$ cat config.mk
export PLATFORM = sky130hd
export DESIGN_NAME = mm_word_sched
export DESIGN_NICKNAME = d
export VERILOG_FILES = /design/src/rtl/mm_word_sched_pkg.sv /design/src/rtl/mm_delay_line.sv /design/src/rtl/mm_word_sched.sv
export SDC_FILE = /design/constraint.sdc
export NUM_CORES = 1
export LEC_CHECK = 0
export CORE_MARGIN = 4
export CORE_UTILIZATION = 60
export DETAILED_ROUTE_END_ITERATION = 7
export GPL_ROUTABILITY_DRIVEN = 1
export PLACE_DENSITY = 0.95
export SLEW_MARGIN = 20
export SYNTH_ARGS = -nofsm -noshare
export SYNTH_HDL_FRONTEND = slang
export SYNTH_SLANG_ARGS = --single-unit
$ cat constraint.sdc
create_clock -name clk -period 4.1 [get_ports clk]
set_input_delay 0.615 -clock clk [delete_from_list [all_inputs] [get_ports clk]]
set_output_delay 0.615 -clock clk [all_outputs]
set_load 0.05 [all_outputs]
$ cat src/rtl/mm_word_sched_pkg.sv
// ============================================================================
//  Module      : mm_pkg
//  Description : Shared types for the Montgomery word scheduler: FSM state
//                encoding, default multiplier-pipe latency and the result
//                write tag that travels down the delay line.
//  Revision    : 1.0 - initial release
// ============================================================================
`default_nettype none

package mm_pkg;

  // Scheduler FSM states
  typedef enum logic [1:0] {
    ST_IDLE  = 2'd0,
    ST_RUN   = 2'd1,
    ST_DRAIN = 2'd2,
    ST_FIN   = 2'd3
  } mm_state_e;

  // Default latency from a word issue to its D_o word at the multiplier pipe
  localparam int MM_PIPE_LAT_DEF = 5;

  // Address field width of the write tag; wide enough for any practical AW
  localparam int MM_TAG_AW = 16;

  // Result write tag: strobe plus destination word address
  typedef struct packed {
    logic                 valid;
    logic [MM_TAG_AW-1:0] addr;
  } mm_wr_tag_t;

endpackage

`default_nettype wire

$ cat src/rtl/mm_delay_line.sv
// ============================================================================
//  Module      : mm_delay_line
//  Description : Enabled, asynchronously reset shift register. A word entered
//                at d_i appears on q_o after DEPTH enabled clock edges; a low
//                enable freezes every stage.
//  Revision    : 1.0 - initial release
// ============================================================================
`default_nettype none

module mm_delay_line #(
  parameter int DEPTH = 6,
  parameter int WIDTH = 8
) (
  input  logic             clk,
  input  logic             rst_n,
  input  logic             en_i,
  input  logic [WIDTH-1:0] d_i,
  output logic [WIDTH-1:0] q_o
);

  logic [DEPTH-1:0][WIDTH-1:0] stage_q;

  // Shift one stage per enabled cycle; stage 0 takes the new word
  always_ff @(posedge clk or negedge rst_n) begin
    if (!rst_n) begin
      stage_q <= '0;
    end else if (en_i) begin
      stage_q[0] <= d_i;
      for (int s = 1; s < DEPTH; s++) begin
        stage_q[s] <= stage_q[s-1];
      end
    end
  end

  assign q_o = stage_q[DEPTH-1];

endmodule

`default_nettype wire

$ cat src/rtl/mm_word_sched.sv
// ============================================================================
//  Module      : mm_word_sched
//  Description : Word scheduler for a word-serial Montgomery multiplier.
//                Walks the (i,j) word loops of a multiply, or a single j loop
//                for a copy pass, generating operand RAM addresses, the
//                multiplier pipe enables (one cycle after the addresses) and
//                a delayed result write strobe/address. A hold input stalls
//                the whole schedule.
//                Optional build macro MM_SCHED_PERF_EN adds cycles_o, a count
//                of busy clock cycles for the last operation.
//  Revision    : 1.0 - initial release
// ============================================================================
`default_nettype none

module mm_word_sched
  import mm_pkg::*;
#(
  parameter int NW_MAX   = 64,
  parameter int AW       = 6,
  parameter int PIPE_LAT = MM_PIPE_LAT_DEF
) (
  input  logic          clk,
  input  logic          rst_n,
  input  logic          start_i,
  input  logic          copy_i,
  input  logic [AW:0]   nwords_i,
  input  logic          hold_i,
  output logic [AW-1:0] a_addr_o,
  output logic [AW-1:0] b_addr_o,
  output logic [AW-1:0] m_addr_o,
  output logic [AW-1:0] d_addr_o,
  output logic          ce_o,
  output logic          init_o,
  output logic          cp_o,
  output logic          wr_en_o,
  output logic [AW-1:0] wr_addr_o,
  output logic          busy_o,
  output logic          done_o
`ifdef MM_SCHED_PERF_EN
  ,
  output logic [31:0]   cycles_o
`endif
);

  localparam logic [1:0] S_IDLE  = ST_IDLE;
  localparam logic [1:0] S_RUN   = ST_RUN;
  localparam logic [1:0] S_DRAIN = ST_DRAIN;
  localparam logic [1:0] S_FIN   = ST_FIN;

  localparam int            DW         = (PIPE_LAT > 1) ? $clog2(PIPE_LAT) : 1;
  localparam logic [DW-1:0] DRAIN_LAST = DW'(PIPE_LAT - 1);
  localparam int            TW         = $bits(mm_wr_tag_t);

  logic [1:0]    state_q, state_d;
  logic [AW-1:0] i_q, i_d;
  logic [AW-1:0] j_q, j_d;
  logic [AW-1:0] last_q, last_d;   // e-1, the final index of either loop
  logic          copy_q, copy_d;
  logic [DW-1:0] drain_q, drain_d;
  logic          ce_q, init_q, cp_q;

  logic [AW:0]   w_len;
  logic          w_busy, w_issue, w_j_end, w_op_end;
  mm_wr_tag_t    w_tag_in, w_tag_out;
  logic [MM_TAG_AW-AW-1:0] w_unused_tag_hi;

  // Lengths beyond the supported maximum are clamped rather than overrunning
  assign w_len    = (nwords_i > (AW+1)'(NW_MAX)) ? (AW+1)'(NW_MAX) : nwords_i;
  assign w_busy   = (state_q == S_RUN) || (state_q == S_DRAIN);
  assign w_issue  = (state_q == S_RUN) && !hold_i;
  assign w_j_end  = (j_q == last_q);
  assign w_op_end = w_j_end && (copy_q || (i_q == last_q));

  // Sequencing: start only in IDLE; hold freezes RUN and DRAIN progress
  always_comb begin
    state_d = state_q;
    i_d     = i_q;
    j_d     = j_q;
    last_d  = last_q;
    copy_d  = copy_q;
    drain_d = drain_q;
    case (state_q)
      S_IDLE: begin
        if (start_i) begin
          copy_d  = copy_i;
          i_d     = '0;
          j_d     = '0;
          drain_d = '0;
          if (w_len == '0) begin
            state_d = S_FIN;
          end else begin
            last_d  = AW'(w_len - 1'b1);
            state_d = S_RUN;
          end
        end
      end
      S_RUN: begin
        if (!hold_i) begin
          if (w_op_end) begin
            i_d     = '0;
            j_d     = '0;
            state_d = S_DRAIN;
          end else if (w_j_end) begin
            j_d = '0;
            i_d = i_q + 1'b1;
          end else begin
            j_d = j_q + 1'b1;
          end
        end
      end
      S_DRAIN: begin
        if (!hold_i) begin
          if (drain_q == DRAIN_LAST) begin
            drain_d = '0;
            state_d = S_FIN;
          end else begin
            drain_d = drain_q + 1'b1;
          end
        end
      end
      S_FIN:   state_d = S_IDLE;
      default: state_d = S_IDLE;
    endcase
  end

  // Scheduler state registers
  always_ff @(posedge clk or negedge rst_n) begin
    if (!rst_n) begin
      state_q <= S_IDLE;
      i_q     <= '0;
      j_q     <= '0;
      last_q  <= '0;
      copy_q  <= 1'b0;
      drain_q <= '0;
    end else begin
      state_q <= state_d;
      i_q     <= i_d;
      j_q     <= j_d;
      last_q  <= last_d;
      copy_q  <= copy_d;
      drain_q <= drain_d;
    end
  end

  // Pipe enables follow the addresses by one cycle to line up with RAM data
  always_ff @(posedge clk or negedge rst_n) begin
    if (!rst_n) begin
      ce_q   <= 1'b0;
      init_q <= 1'b0;
      cp_q   <= 1'b0;
    end else begin
      ce_q   <= w_busy && !hold_i;
      init_q <= w_issue && !copy_q && (j_q == '0);
      cp_q   <= w_issue && copy_q;
    end
  end

  // Result tag for this issue. A multiply's j=0 word completes the previous
  // row's top word, and the very first (0,0) issue has no prior row to write.
  always_comb begin
    w_tag_in       = '0;
    w_tag_in.valid = w_issue && (copy_q || (i_q != '0) || (j_q != '0));
    if (copy_q) begin
      w_tag_in.addr = MM_TAG_AW'(j_q);
    end else if (j_q == '0) begin
      w_tag_in.addr = MM_TAG_AW'(last_q);
    end else begin
      w_tag_in.addr = MM_TAG_AW'(j_q - 1'b1);
    end
  end

  mm_delay_line #(
    .DEPTH (1 + PIPE_LAT),
    .WIDTH (TW)
  ) u_tag_dly (
    .clk   (clk),
    .rst_n (rst_n),
    .en_i  (!hold_i),
    .d_i   (w_tag_in),
    .q_o   (w_tag_out)
  );

  assign w_unused_tag_hi = w_tag_out.addr[MM_TAG_AW-1:AW];

  assign a_addr_o  = copy_q ? j_q : i_q;
  assign b_addr_o  = copy_q ? '0 : j_q;
  assign m_addr_o  = copy_q ? '0 : j_q;
  assign d_addr_o  = copy_q ? '0 : j_q;
  assign ce_o      = ce_q;
  assign init_o    = init_q;
  assign cp_o      = cp_q;
  assign wr_en_o   = w_tag_out.valid && !hold_i;
  assign wr_addr_o = w_tag_out.addr[AW-1:0];
  assign busy_o    = w_busy;
  assign done_o    = (state_q == S_FIN);

`ifdef MM_SCHED_PERF_EN
  logic [31:0] cycles_q;

  // Busy-cycle counter: cleared on an accepted start, frozen once idle
  always_ff @(posedge clk or negedge rst_n) begin
    if (!rst_n) begin
      cycles_q <= '0;
    end else if ((state_q == S_IDLE) && start_i) begin
      cycles_q <= '0;
    end else if (w_busy) begin
      cycles_q <= cycles_q + 32'd1;
    end
  end

  assign cycles_o = cycles_q;
`else
  // No performance counter in this build
`endif

endmodule

`default_nettype wire

==> results, run 1 <==
- At the end of routability-driven placement, the weighted congestion stood at 0.874.
- On the critical path, the stage with the largest delay is an instance of sky130_fd_sc_hd__dfrtp_1.
- Ranked by instance count, the synthesized netlist is headed by sky130_fd_sc_hd__dfrtp_1 (69), sky130_fd_sc_hd__mux2_2 (44), sky130_fd_sc_hd__nand2_1 (23).
- The remaining routing DRC violations is 0.
- Across the VDD grid, the largest voltage drop is ~0.0006 V.
- The floorplan step defined a die boundary enclosing 0.00743 mm².
- In the finished design, the share of the clock period the worst path needs comes to between 70% and 80%.
- The first-pass GRT wire length is between 10000 and 15000 µm.
- The count of buffers added on input and output ports is 47.
- The Yosys warning count is 0.
- Based on the critical path, the design can be clocked at up to 335 MHz.
- The die is ~86 µm wide.
- Cells with a size suffix above 1 make up a little under a fifth of the layout.
- The flow ran to the end, and the final reports show no timing, DRC or antenna violations.
- The data arrival at the endpoint of the critical path is ~2.4 ns.
- The total nets after synthesis is 361.
- The estimated wirelength of the detail-placed design is 4990 µm.
- The number of hold buffers added after CTS was 0.
- The leading register cell type out of synthesis is sky130_fd_sc_hd__dfrtp_1.
- The cell type group with the largest total delay on the critical path is flip-flops.
- In this run the biggest area consumer among cell types represents a little under half of the synthesized area.
- The total clock buffers created by CTS is 9.
- The number of enable-type register cells in the synthesized netlist is 0.
- The reg2reg setup slack is 1.73 ns.
- The number of global-route vias before repair is 2561.
- Ranked by total cell area, the synthesized netlist is headed by sky130_fd_sc_hd__dfrtp_1 (47%), sky130_fd_sc_hd__mux2_2 (14%), sky130_fd_sc_hd__buf_4 (3.9%), sky130_fd_sc_hd__ha_1 (3.8%), sky130_fd_sc_hd__nand2_1 (2.4%).
- Setup violations remaining at the end of the flow were counted as 0.
- The critical path ends at a_addr_o[5].
- The total inserted antenna cells is 0.
- Clock tree synthesis selected as its root buffer the cell sky130_fd_sc_hd__clkbuf_8.
- Gates resized during post-CTS repair numbered 0.
- The worst register-to-register path has a depth of 5.
- For this run, the slowest stage of the critical path takes 0.87 ns.
- In this run the power density over the cells is 804 mW/mm².
- sky130_fd_sc_hd__dfrtp_1 is the most common cell in the netlist.
- The pre-antenna-repair detailed-routing pass consisted of 5 iterations.
- The critical path starts at copy_q$_DFFE_PN0P_.
- At the later pin of the worst-skew pair, clock insertion delay measures about 0.35 ns.
- The maximum level of the CTS H-tree is 3.
- Detailed routing inserted a total of 2543 vias.
- The number of standard-cell rows in the floorplan is 28.
- The sum of negative setup slack is 0 ns.
- The design draws 3.36 mW.
- The number of nets in the finished design is roughly 380.
- The clock-pin slew on the worst setup and hold paths is 0.07 ns.
- In this run the critical register-to-register path is launched from state_q[1]$_DFFE_PN0P_.
- The number of buffer and inverter instances along the worst setup path is 1.
- The area of the mapped netlist is approximately 0.0037 mm².
- The critical path goes through mux2_2 -> clkdlybuf4s50_1.
- The minimum clock period after layout is 2.98 ns.
- The most area-hungry cell type in the Yosys netlist is sky130_fd_sc_hd__dfrtp_1.
- The end of the worst register-to-register path is i_q[4]$_DFFE_PN0P_.
- Max-cap violations in this run came to 0.
- Cells fill between 70% and 80% of the core in the end.
- The number of cells in the finished layout apart from fillers is 440.
- The depth of the critical timing path with buffers and inverters included is 2.
- The number of nets still failing antenna checks after routing is 0.
- The maximum number of pins on one net before global-route repair is 54.
- The floorplan step set the die height to 86.2 µm.
- Once the floorplan was initialized, standard cells occupied around 62% of the core.
- Summed over all cells, the static leakage comes to 1.88 nW.
- The clock sink count is 69.
- The worst clock skew is 0.00770 ns.
- The transition at the pin with the smallest max-transition slack is 1.13 ns.
- The fraction of synthesis flops using an asynchronous set or reset pin is 100%.
- After routing the design area is 0.00418 mm².
- The worst setup path is launched from a flop.
- The post-CTS setup-driven buffer insertion count is 0.
- The number of antenna violations at the first check in global routing is 0.
- The number of endpoints with negative hold slack in the final report came to 0.
- The DRC marker count from the first detailed-route iteration is 170.
- The count of mapped cells out of synthesis is roughly 340.
- The placed instances occupy a cell area of roughly 0.004 mm².
- The post-synthesis cell type count is 51.
- After synthesis the netlist holds a flip-flop and latch count of 69.
- The I/O pin total is 48.
- Setup repair after global routing left no endpoint under its margin.
- The critical path in this run is classified as flop to output pin.
- In this run the worst path has a maximum fanout of 26.
- The maximum number of buffers from clock root to sink is 2.
- The worst setup path is captured at an output pin.
- The total area inside the core boundary comes to 0.00592 mm².
- The routed wire length per instance is roughly 16 µm.
- The synthesized area per cell is 10.8 µm².
- The total grt overflow is 0.
- Sequential cells were found to cover between 40% and 50% of the synthesized design area.
- The layout-stage area growth over the synthesis result is 14.0%.
- The total length of routed wires is 7120 µm.
- TritonCTS built the clock tree.
- Headroom to the max-slew limit came out at 24.5%.
- The max-slew violation count is 0.
- The number of placed instances, taps included, is 425.
- The class of the tightest hold or removal check is input port to asynchronous set/reset pin.
- After detailed routing, the number of vias per cell comes to around 5.8.
- The total routing resource utilization after global routing is 20.8%.
- At the worst endpoint, the required time is 3.48 ns.
## placed cells by master, fill, tap and decap left out, types with 9 or more instances in the layout
master / instances
sky130_fd_sc_hd__clkbuf_8: 9
sky130_fd_sc_hd__clkdlybuf4s50_1: 45
sky130_fd_sc_hd__dfrtp_1: 69
sky130_fd_sc_hd__ha_1: 11
sky130_fd_sc_hd__inv_1: 16
sky130_fd_sc_hd__mux2_2: 44
sky130_fd_sc_hd__nand2_1: 23
sky130_fd_sc_hd__nor2_1: 21
sky130_fd_sc_hd__o21ai_0: 16
sky130_fd_sc_hd__xnor2_1: 9
## power breakdown
group	switching [mW]	internal (mW)	total, mW
clock	0.249	0.274	0.524
combinational	0.989	0.649	1.64
sequential	0.248	0.950	1.20
total	1.49	1.87	3.36
## flip-flops by register name, summed over array words and instances (netlist names)
register           cells
i_q                    6
copy_q                 1
cp_o                   1
ce_o                   1
last_q                 6
state_q                2
u_tag_dly.q_o          7
drain_q                3
init_o                 1
u_tag_dly.stage_q     35
j_q                    6
## logic make-up after synthesis
logic type	after synthesis	synth area share, %
buf+inv	53	8.05
compound gates	50	8.97
simple gates	86	12.1
xor+xnor	17	4.06
fa+ha+maj	11	3.75
mux	52	16.0
flops	69	47.1
## how the worst min path moves through the flow
stage,from,to,depth (start not counted)
after detailed placement,u_tag_dly.stage_q[1]$_DFFE_PN0N_,u_tag_dly.stage_q[1]$_DFFE_PN0N_,2
after floorplan,rst_n,ce_o$_DFF_PN0_,0
after CTS,rst_n,u_tag_dly.q_o[3]$_DFFE_PN0N_,1
after global placement,u_tag_dly.stage_q[2]$_DFFE_PN0N_,u_tag_dly.stage_q[2]$_DFFE_PN0N_,1
after global routing,rst_n,u_tag_dly.q_o[1]$_DFFE_PN0N_,1
final,rst_n,u_tag_dly.q_o[3]$_DFFE_PN0N_,1
## per-layer routing
metal | GRT usage (%) | wire, µm | up-vias
li1 | - | - | 1200
met1 | 24.9 | 2980 | 1252
met2 | 35.7 | 3670 | 80
met3 | 4.94 | 380 | 11
met4 | 9.21 | 94 | 0
met5 | 0 | 0 | -
## cell type report
type / instances / area (µm²)
Multi-Input combinational cell: 216 / 1650
Inverter: 16 / 60.1
Clock buffer: 10 / 128
Tap cell: 75 / 93.8
Sequential cell: 69 / 1730
Timing Repair Buffer: 49 / 475
Clock inverter: 5 / 52.6
Fill cell: 419 / 1740
## per-stage QoR
stage / hold slack, ns / setup WS (ns)
6_report: 0.396 / 1.12
3_5_place_dp: 0.469 / 1.55
2_1_floorplan: 0.319 / 1.53
5_1_grt: 0.453 / 1.07
3_3_place_gp: 0.459 / 1.59
4_1_cts: 0.413 / 1.16
No activity file was read; power rests on OpenSTA's default activity.
==> run 2, diff against run 1 <==
--- a/config.mk
+++ b/config.mk
@@ -6,10 +6,10 @@
 export NUM_CORES = 1
 export LEC_CHECK = 0
 export CORE_MARGIN = 4
-export CORE_UTILIZATION = 60
+export CORE_UTILIZATION = 55
 export DETAILED_ROUTE_END_ITERATION = 7
 export GPL_ROUTABILITY_DRIVEN = 1
-export PLACE_DENSITY = 0.95
+export PLACE_DENSITY = 0.91
 export SLEW_MARGIN = 20
 export SYNTH_ARGS = -nofsm -noshare
 export SYNTH_HDL_FRONTEND = slang
==> constraint.sdc (replaced) <==
create_clock -name clk -period 2.8 [get_ports clk]
set_input_delay 0.42 -clock clk [delete_from_list [all_inputs] [get_ports clk]]
set_output_delay 0.42 -clock clk [all_outputs]
set_load 0.05 [all_outputs]
==> run 2 against run 1 <==
Net effect: power up 46%; core utilization fell by 5.2 points; clock skew increased by 0.00076 ns; first-iteration DRC count fell by 1.2%; sequential cell count unchanged; global-route usage decreased by 2.1 points; worst setup slack got worse by 0.89 ns; sequential share of layout area is 0.17 points lower; count of clock-buffer cells in the layout shrank 1; cell count rose by 0.68%; worst hold slack worse by 0.31 ns; highest routed layer unchanged; wire length shrank 3.9%.
==> results, run 2 (synthesis gave the netlist of run 1 again) <==
- The flow ran to the end, and the final reports show no timing, DRC or antenna violations.
- For this block, the initial DRC count from the detailed router was around 170.
- The transition at the pin with the smallest max-transition slack is 1.03 ns.
- The commonest non-fill, non-tap cell in the layout is sky130_fd_sc_hd__dfrtp_1.
- Setup violations remaining at the end of the flow were counted as 0.
- Relative to the synthesized area, the layout overhead comes to 14.6%.
- The number of max-capacitance violations reported is 0.
- Row generation in the floorplan step produced 29 rows.
- The chip width is 89.7 µm.
- The switching share of power is between 40% and 50%.
- The class of the tightest hold or removal check is input port to asynchronous set/reset pin.
- The clock network is responsible for between 15 and 20% of the overall power.
- The tree is rooted in a sky130_fd_sc_hd__clkbuf_8.
- The number of global-route vias before repair was 2466.
- The number of clock buffers added by TritonCTS is 9.
- The maximum operating frequency is 389 MHz.
- The cell-internal power is 2.75 mW.
- At the end of the flow, the number of nets in the layout was 385.
- The data arrival at the endpoint of the critical path is 2.15 ns.
- The routed wire length per instance is 15.4 µm.
- The cell leakage power is about 1.9 nW.
- The net load switching power is approximately 2.2 mW.
- The congestion estimate from routability-driven global placement came to 0.854.
- For the worst flop-to-flop path, the logic depth is 5.
- The max-slew violation count is 0.
- In the routed layout, each cell is associated on average with a via count of 5.62.
- The worst setup path is launched from a flop.
- More flip-flops sit in one register than any other, and that register is u_tag_dly.stage_q.
- The area of the die is 0.00804 mm².
- The clock-pin slew on the worst setup and hold paths is 0.07 ns.
- The final-layout fill cell count is 488.
- The start-to-end type of the worst setup path is flop to output pin.
- Setup repair after global routing left no endpoint under its margin.
- The number of endpoints with negative hold slack in the final report is 0.
- The part of the power in registers is 35.5%.
- The initial utilization of the core area, before any placement, comes to between 50 and 60%.
- At the worst endpoint, the required time is 2.38 ns.
- VDD sags by at most 0.000737 V.
- The worst pin sits at a relative slew slack of between 30% and 40%.
- The total via count in the routed design is 2489.
- 48 I/O pins were placed.
- The number of flip-flops in the largest register is 35.
- The first-pass GRT wire length is approximately 11000 µm.
- The total grt overflow is 0.
- Entering global routing, the biggest net connects 50 pins.
- For this design the ratio of total power to cell area is 1170 mW/mm².
- Combinational cells account for 48.7% of the total power.
- The first detailed-routing pass took 4 iterations.
- The ratio of cells with drive above 1 in the final layout is 19.9%.
- The minimum clock period after layout is around 2.6 ns.
- The capturing element type of the critical path is an output pin.
- The worst path uses between 90% and 100% of the clock period.
- Between clock sinks in the finished design, the worst skew comes to 0.00846 ns.
- The placeable core region is 0.00642 mm².
- The total routing resource utilization after global routing is 18.7%.
- The y dimension of the die is 89.7 µm.
- The number of input and output port buffers inserted is 47.
- The insertion delay to the later sink of the worst-skew pair is approximately 0.35 ns.
- The estimated wirelength of the detail-placed design is slightly below 5000 µm.
- The library cells used most frequently in the layout, excluding fill and tap cells, are sky130_fd_sc_hd__dfrtp_1 (68), sky130_fd_sc_hd__clkdlybuf4s50_1 (45), sky130_fd_sc_hd__mux2_2 (44).
- On the final layout, the worst hold slack is roughly 0.09 ns.
- For the final routed database, the setup TNS stands at 0 ns.
- For this block, the routed nets add up to 6840 µm of wire.
- 0 antenna diodes ended up in the layout.
- The number of nets still failing antenna checks after routing is 0.
- The clock sink count is between 60 and 70.
- The final instance area is 0.00420 mm².
- The number of antenna violations at the first check in global routing is 0.
- The largest fanout of any net on the critical path is 12.
- The CTS tree is done.
- The maximum level of the CTS H-tree is 3.
- The post-placement cell area is between 0.004 and 0.005 mm².
- The maximum number of buffers from clock root to sink is 2.
- The remaining routing DRC violations is 0.
-- run 2: path summary, 6_finish.rpt --
kind,from,endpoint,slack [ns]
setup / recovery,j_q[2]$_DFFE_PN0P_,d_addr_o[2],0.23
hold / removal,rst_n,u_tag_dly.q_o[5]$_DFFE_PN0N_,0.09
setup reg to reg,state_q[1]$_DFFE_PN0P_,i_q[4]$_DFFE_PN0P_,0.46
hold reg to reg,u_tag_dly.stage_q[5]$_DFFE_PN0N_,u_tag_dly.stage_q[5]$_DFFE_PN0N_,0.48
max in group asynchronous,rst_n,copy_q$_DFFE_PN0P_,2.32
min in group clk,hold_i,ce_o$_DFF_PN0_,0.32
-- run 2: critical path, stage by stage (launching register included) --
cell	delay, ns
sky130_fd_sc_hd__dfrtp_1	0.63
sky130_fd_sc_hd__inv_1	0.14
sky130_fd_sc_hd__nor2_1	0.20
sky130_fd_sc_hd__clkdlybuf4s50_1	0.84
-- run 2: repair_timing --
action / 4_1_cts / 5_1_grt
setup endpoints to repair: 0 / 3
endpoints found under the hold margin: 0 / 0
resized for setup: 0 / 1
hold buffers: 0 / 0
setup buffers: 0 / 0
-- run 2: layout make-up --
| type | instances | area (µm²) | area share (%) |
|---|---|---|---|
| Multi-Input combinational cell | 216 | 1650 | 39.2 |
| Tap cell | 77 | 96.3 | 2.29 |
| Clock buffer | 9 | 124 | 2.95 |
| Timing Repair Buffer | 50 | 483 | 11.5 |
| Inverter | 16 | 60.1 | 1.43 |
| Clock inverter | 6 | 65.1 | 1.55 |
| Sequential cell | 69 | 1730 | 41.1 |
-- run 2: stage by stage --
| step | cells | setup slack [ns] | utilization (%) | power [mW] |
|---|---|---|---|---|
| 2_1_floorplan | 338 | 0.426 | - | 3.66 |
| 3_3_place_gp | 428 | 0.485 | 62.5 | 4.05 |
| 3_5_place_dp | 428 | 0.409 | 62.5 | 4.16 |
| 4_1_cts | 443 | 0.0706 | 65.4 | 4.95 |
| 5_1_grt | 443 | 0.128 | 65.4 | 5.21 |
| 6_report | 443 | 0.226 | 65.4 | 4.92 |
-- run 2: power by group through the flow --
stage                     Sequential [mW]  Clock (mW)  Combinational (mW)
after floorplan                      1.59           0                2.06
after global routing                 1.79       0.841                2.58
after CTS                            1.74       0.799                2.41
final                                1.74       0.778                2.40
after global placement               1.73           0                2.32
after detailed placement             1.76           0                2.40
-- run 2: per-layer routing --
metal  track usage [%]  up-vias  part of all wire [%]
met4              6.63        0                   1.6
met5                 0        -                     0
met3              6.48        9                   4.6
met1              23.2     1230                    43
li1                  -     1188                     -
met2              30.3       62                    51
==> RTL change: new RTL, flow settings as in run 2 <==
Register the outputs `a_addr_o`, `b_addr_o`, `m_addr_o`, `d_addr_o`, `wr_en_o`, `wr_addr_o`, `busy_o` and `done_o`, cleared by the reset; this adds one clock of latency there. The other outputs are not delayed to match.
--- a/src/rtl/mm_word_sched.sv
+++ b/src/rtl/mm_word_sched.sv
@@ -182,17 +182,30 @@
 
   assign w_unused_tag_hi = w_tag_out.addr[MM_TAG_AW-1:AW];
 
-  assign a_addr_o  = copy_q ? j_q : i_q;
-  assign b_addr_o  = copy_q ? '0 : j_q;
-  assign m_addr_o  = copy_q ? '0 : j_q;
-  assign d_addr_o  = copy_q ? '0 : j_q;
   assign ce_o      = ce_q;
   assign init_o    = init_q;
   assign cp_o      = cp_q;
-  assign wr_en_o   = w_tag_out.valid && !hold_i;
-  assign wr_addr_o = w_tag_out.addr[AW-1:0];
-  assign busy_o    = w_busy;
-  assign done_o    = (state_q == S_FIN);
+  always_ff @(posedge clk or negedge rst_n) begin
+    if (!rst_n) begin
+      a_addr_o  <= '0;
+      b_addr_o  <= '0;
+      m_addr_o  <= '0;
+      d_addr_o  <= '0;
+      wr_en_o   <= '0;
+      wr_addr_o <= '0;
+      busy_o    <= '0;
+      done_o    <= '0;
+    end else begin
+      a_addr_o  <= copy_q ? j_q : i_q;
+      b_addr_o  <= copy_q ? '0 : j_q;
+      m_addr_o  <= copy_q ? '0 : j_q;
+      d_addr_o  <= copy_q ? '0 : j_q;
+      wr_en_o   <= w_tag_out.valid && !hold_i;
+      wr_addr_o <= w_tag_out.addr[AW-1:0];
+      busy_o    <= w_busy;
+      done_o    <= (state_q == S_FIN);
+    end
+  end
 
 `ifdef MM_SCHED_PERF_EN
   logic [31:0] cycles_q;
Formal check against the unedited RTL: not equivalent (Yosys sat finds a counterexample within 4 cycles, from zero or initial values and one cycle with rst_n low).
==> RTL change against run 2 <==
Sequential cell count is 21 higher; cell area is 13% higher; total power is 3.1% higher; routed wire length is 7.1% higher; critical path depth is 4 higher; synthesized area is 12% higher; largest power group is now registers; synthesized cell count is 3.8% higher; clock power is 6.4% higher; die area is 11% higher; worst setup slack better by 0.40 ns.
==> RTL change: results (changes against run 2) <==
| Metric | Value |
|---|---|
| Status | `completed (unchanged)` |
| Drt total wl | `7.33 mm (was 6.84 mm)` |
| Critical Path Max Stage Delay | `0.57 ns (was 0.84 ns)` |
| Yosys cell types | `49 (was 51)` |
| Placed Cells | `472 (was 428)` |
| Largest net degree at the start of global routing | `54 (was 50)` |
| Reg2Reg Launch Point | `j_q[0]$_DFFE_PN0P_ (was state_q[1]$_DFFE_PN0P_)` |
| Vias in the first global route | `2682 (was 2466)` |
| Max Clock Skew | `0.00671 ns (was 0.00846 ns)` |
| RD Place Congestion | `0.859 (was 0.854)` |
| Overall Global Routing Usage | `18.4% (was 18.7%)` |
| CP max FO | `9 (was 12)` |
| Crit-path slowest cell | `or4_1 (was clkdlybuf4s50_1)` |
| Non-Filler Instances | `487 (was 443)` |
| Top post-synthesis cells by count | `dfrtp_1 (90), mux2_2 (43), nand2_1 (28) (was dfrtp_1 (69), mux2_2 (44), nand2_1 (23))` |
| Avg Cell Area, Syn | `11.7 um2 (was 10.8 um2)` |
| Net count, final | `407 (was 385)` |
| Met2 wire length | `3.89 mm (was 3.49 mm)` |
| Worst-margin pin slew | `0.633 ns (was 1.03 ns)` |
| Critical path data arrival time | `2.40 ns (was 2.15 ns)` |
| Reg-to-reg slack, setup | `0.63 ns (was 0.46 ns)` |
| Placed inst area | `4560 um2 (was 4010 um2)` |
| DP Worst Slack | `0.567 ns (was 0.409 ns)` |
| FFs w/ async S/R, synth | `100% (unchanged)` |
| Via count | `2618 (was 2489)` |
| Met1 WL | `2.94 mm (was 2.93 mm)` |
| Worst r2r dst | `u_tag_dly.stage_q[0]$_DFFE_PN0N_ (was i_q[4]$_DFFE_PN0P_)` |
| DR WL met3 | `376 um (was 313 um)` |
| Layout cells sized above 1 | `19.3% (was 19.9%)` |
| Leakage | `2.17 nW (was 1.88 nW)` |
| FF-to-FF path depth | `7 (was 5)` |
| Min Hold Slack | `0.0759 ns (was 0.0897 ns)` |
| Layout fillers | `556 (was 488)` |
| Worst-case vdd ir drop | `0.372 mV (was 0.737 mV)` |
| DR iter-0 viols | `199 (was 168)` |
| Final Util | `65.4% (about the same)` |
| CP top delay family | `simple AND/OR/NAND/NOR gates (was buffers and inverters)` |
| Synth area leaders | `dfrtp_1 (55%), mux2_2 (12%), ha_1 (3.3%), nand2_1 (2.6%), xor2_1 (2.6%) (was dfrtp_1 (47%), mux2_2 (14%), buf_4 (3.9%), ha_1 (3.8%), nand2_1 (2.4%))` |
## RTL change: area by class of cell
| class | count | area share (%) |
|---|---|---|
| repair buffers | 52 | 10.5 |
| flip-flops and latches | 90 | 47.5 |
| clock buffers | 12 | 3.48 |
| inverters | 12 | 0.949 |
| clock inverters | 3 | 0.475 |
| multi-input cells | 219 | 34.5 |
| well taps | 99 | 2.61 |
## RTL change: cells by family after synthesis
| family | share of synthesized area (%) |
|---|---|
| compound gates | 7.67 |
| xor+xnor | 3.84 |
| fa+ha+maj | 3.35 |
| buf+inv | 5.39 |
| flops | 54.8 |
| mux | 13.2 |
| simple gates | 11.7 |
## RTL change: power breakdown
part / internal, W / total (W) / switching (W)
Sequential: 0.00179 / 0.00213 / 0.000336
Clock: 0.000394 / 0.000828 / 0.000435
Combinational: 0.000877 / 0.00211 / 0.00123
## RTL change: worst max path at each step
stage | start | end | slack, ns | cells past startpoint
2_1_floorplan | j_q[0]$_DFFE_PN0P_ | u_tag_dly.stage_q[0]$_DFFE_PN0N_ | 0.80 | 9
3_3_place_gp | start_i | i_q[4]$_DFFE_PN0P_ | 0.60 | 5
3_5_place_dp | start_i | i_q[4]$_DFFE_PN0P_ | 0.57 | 5
4_1_cts | state_q[0]$_DFFE_PN0P_ | i_q[4]$_DFFE_PN0P_ | 0.62 | 6
5_1_grt | j_q[0]$_DFFE_PN0P_ | u_tag_dly.stage_q[0]$_DFFE_PN0N_ | 0.47 | 7
6_report | j_q[0]$_DFFE_PN0P_ | u_tag_dly.stage_q[0]$_DFFE_PN0N_ | 0.63 | 7
## RTL change: per-layer routing
layer	vias to the layer above	GRT usage, %
met5	-	0
met4	0	7.46
met3	11	5.98
met1	1281	22.0
li1	1260	-
met2	66	30.7
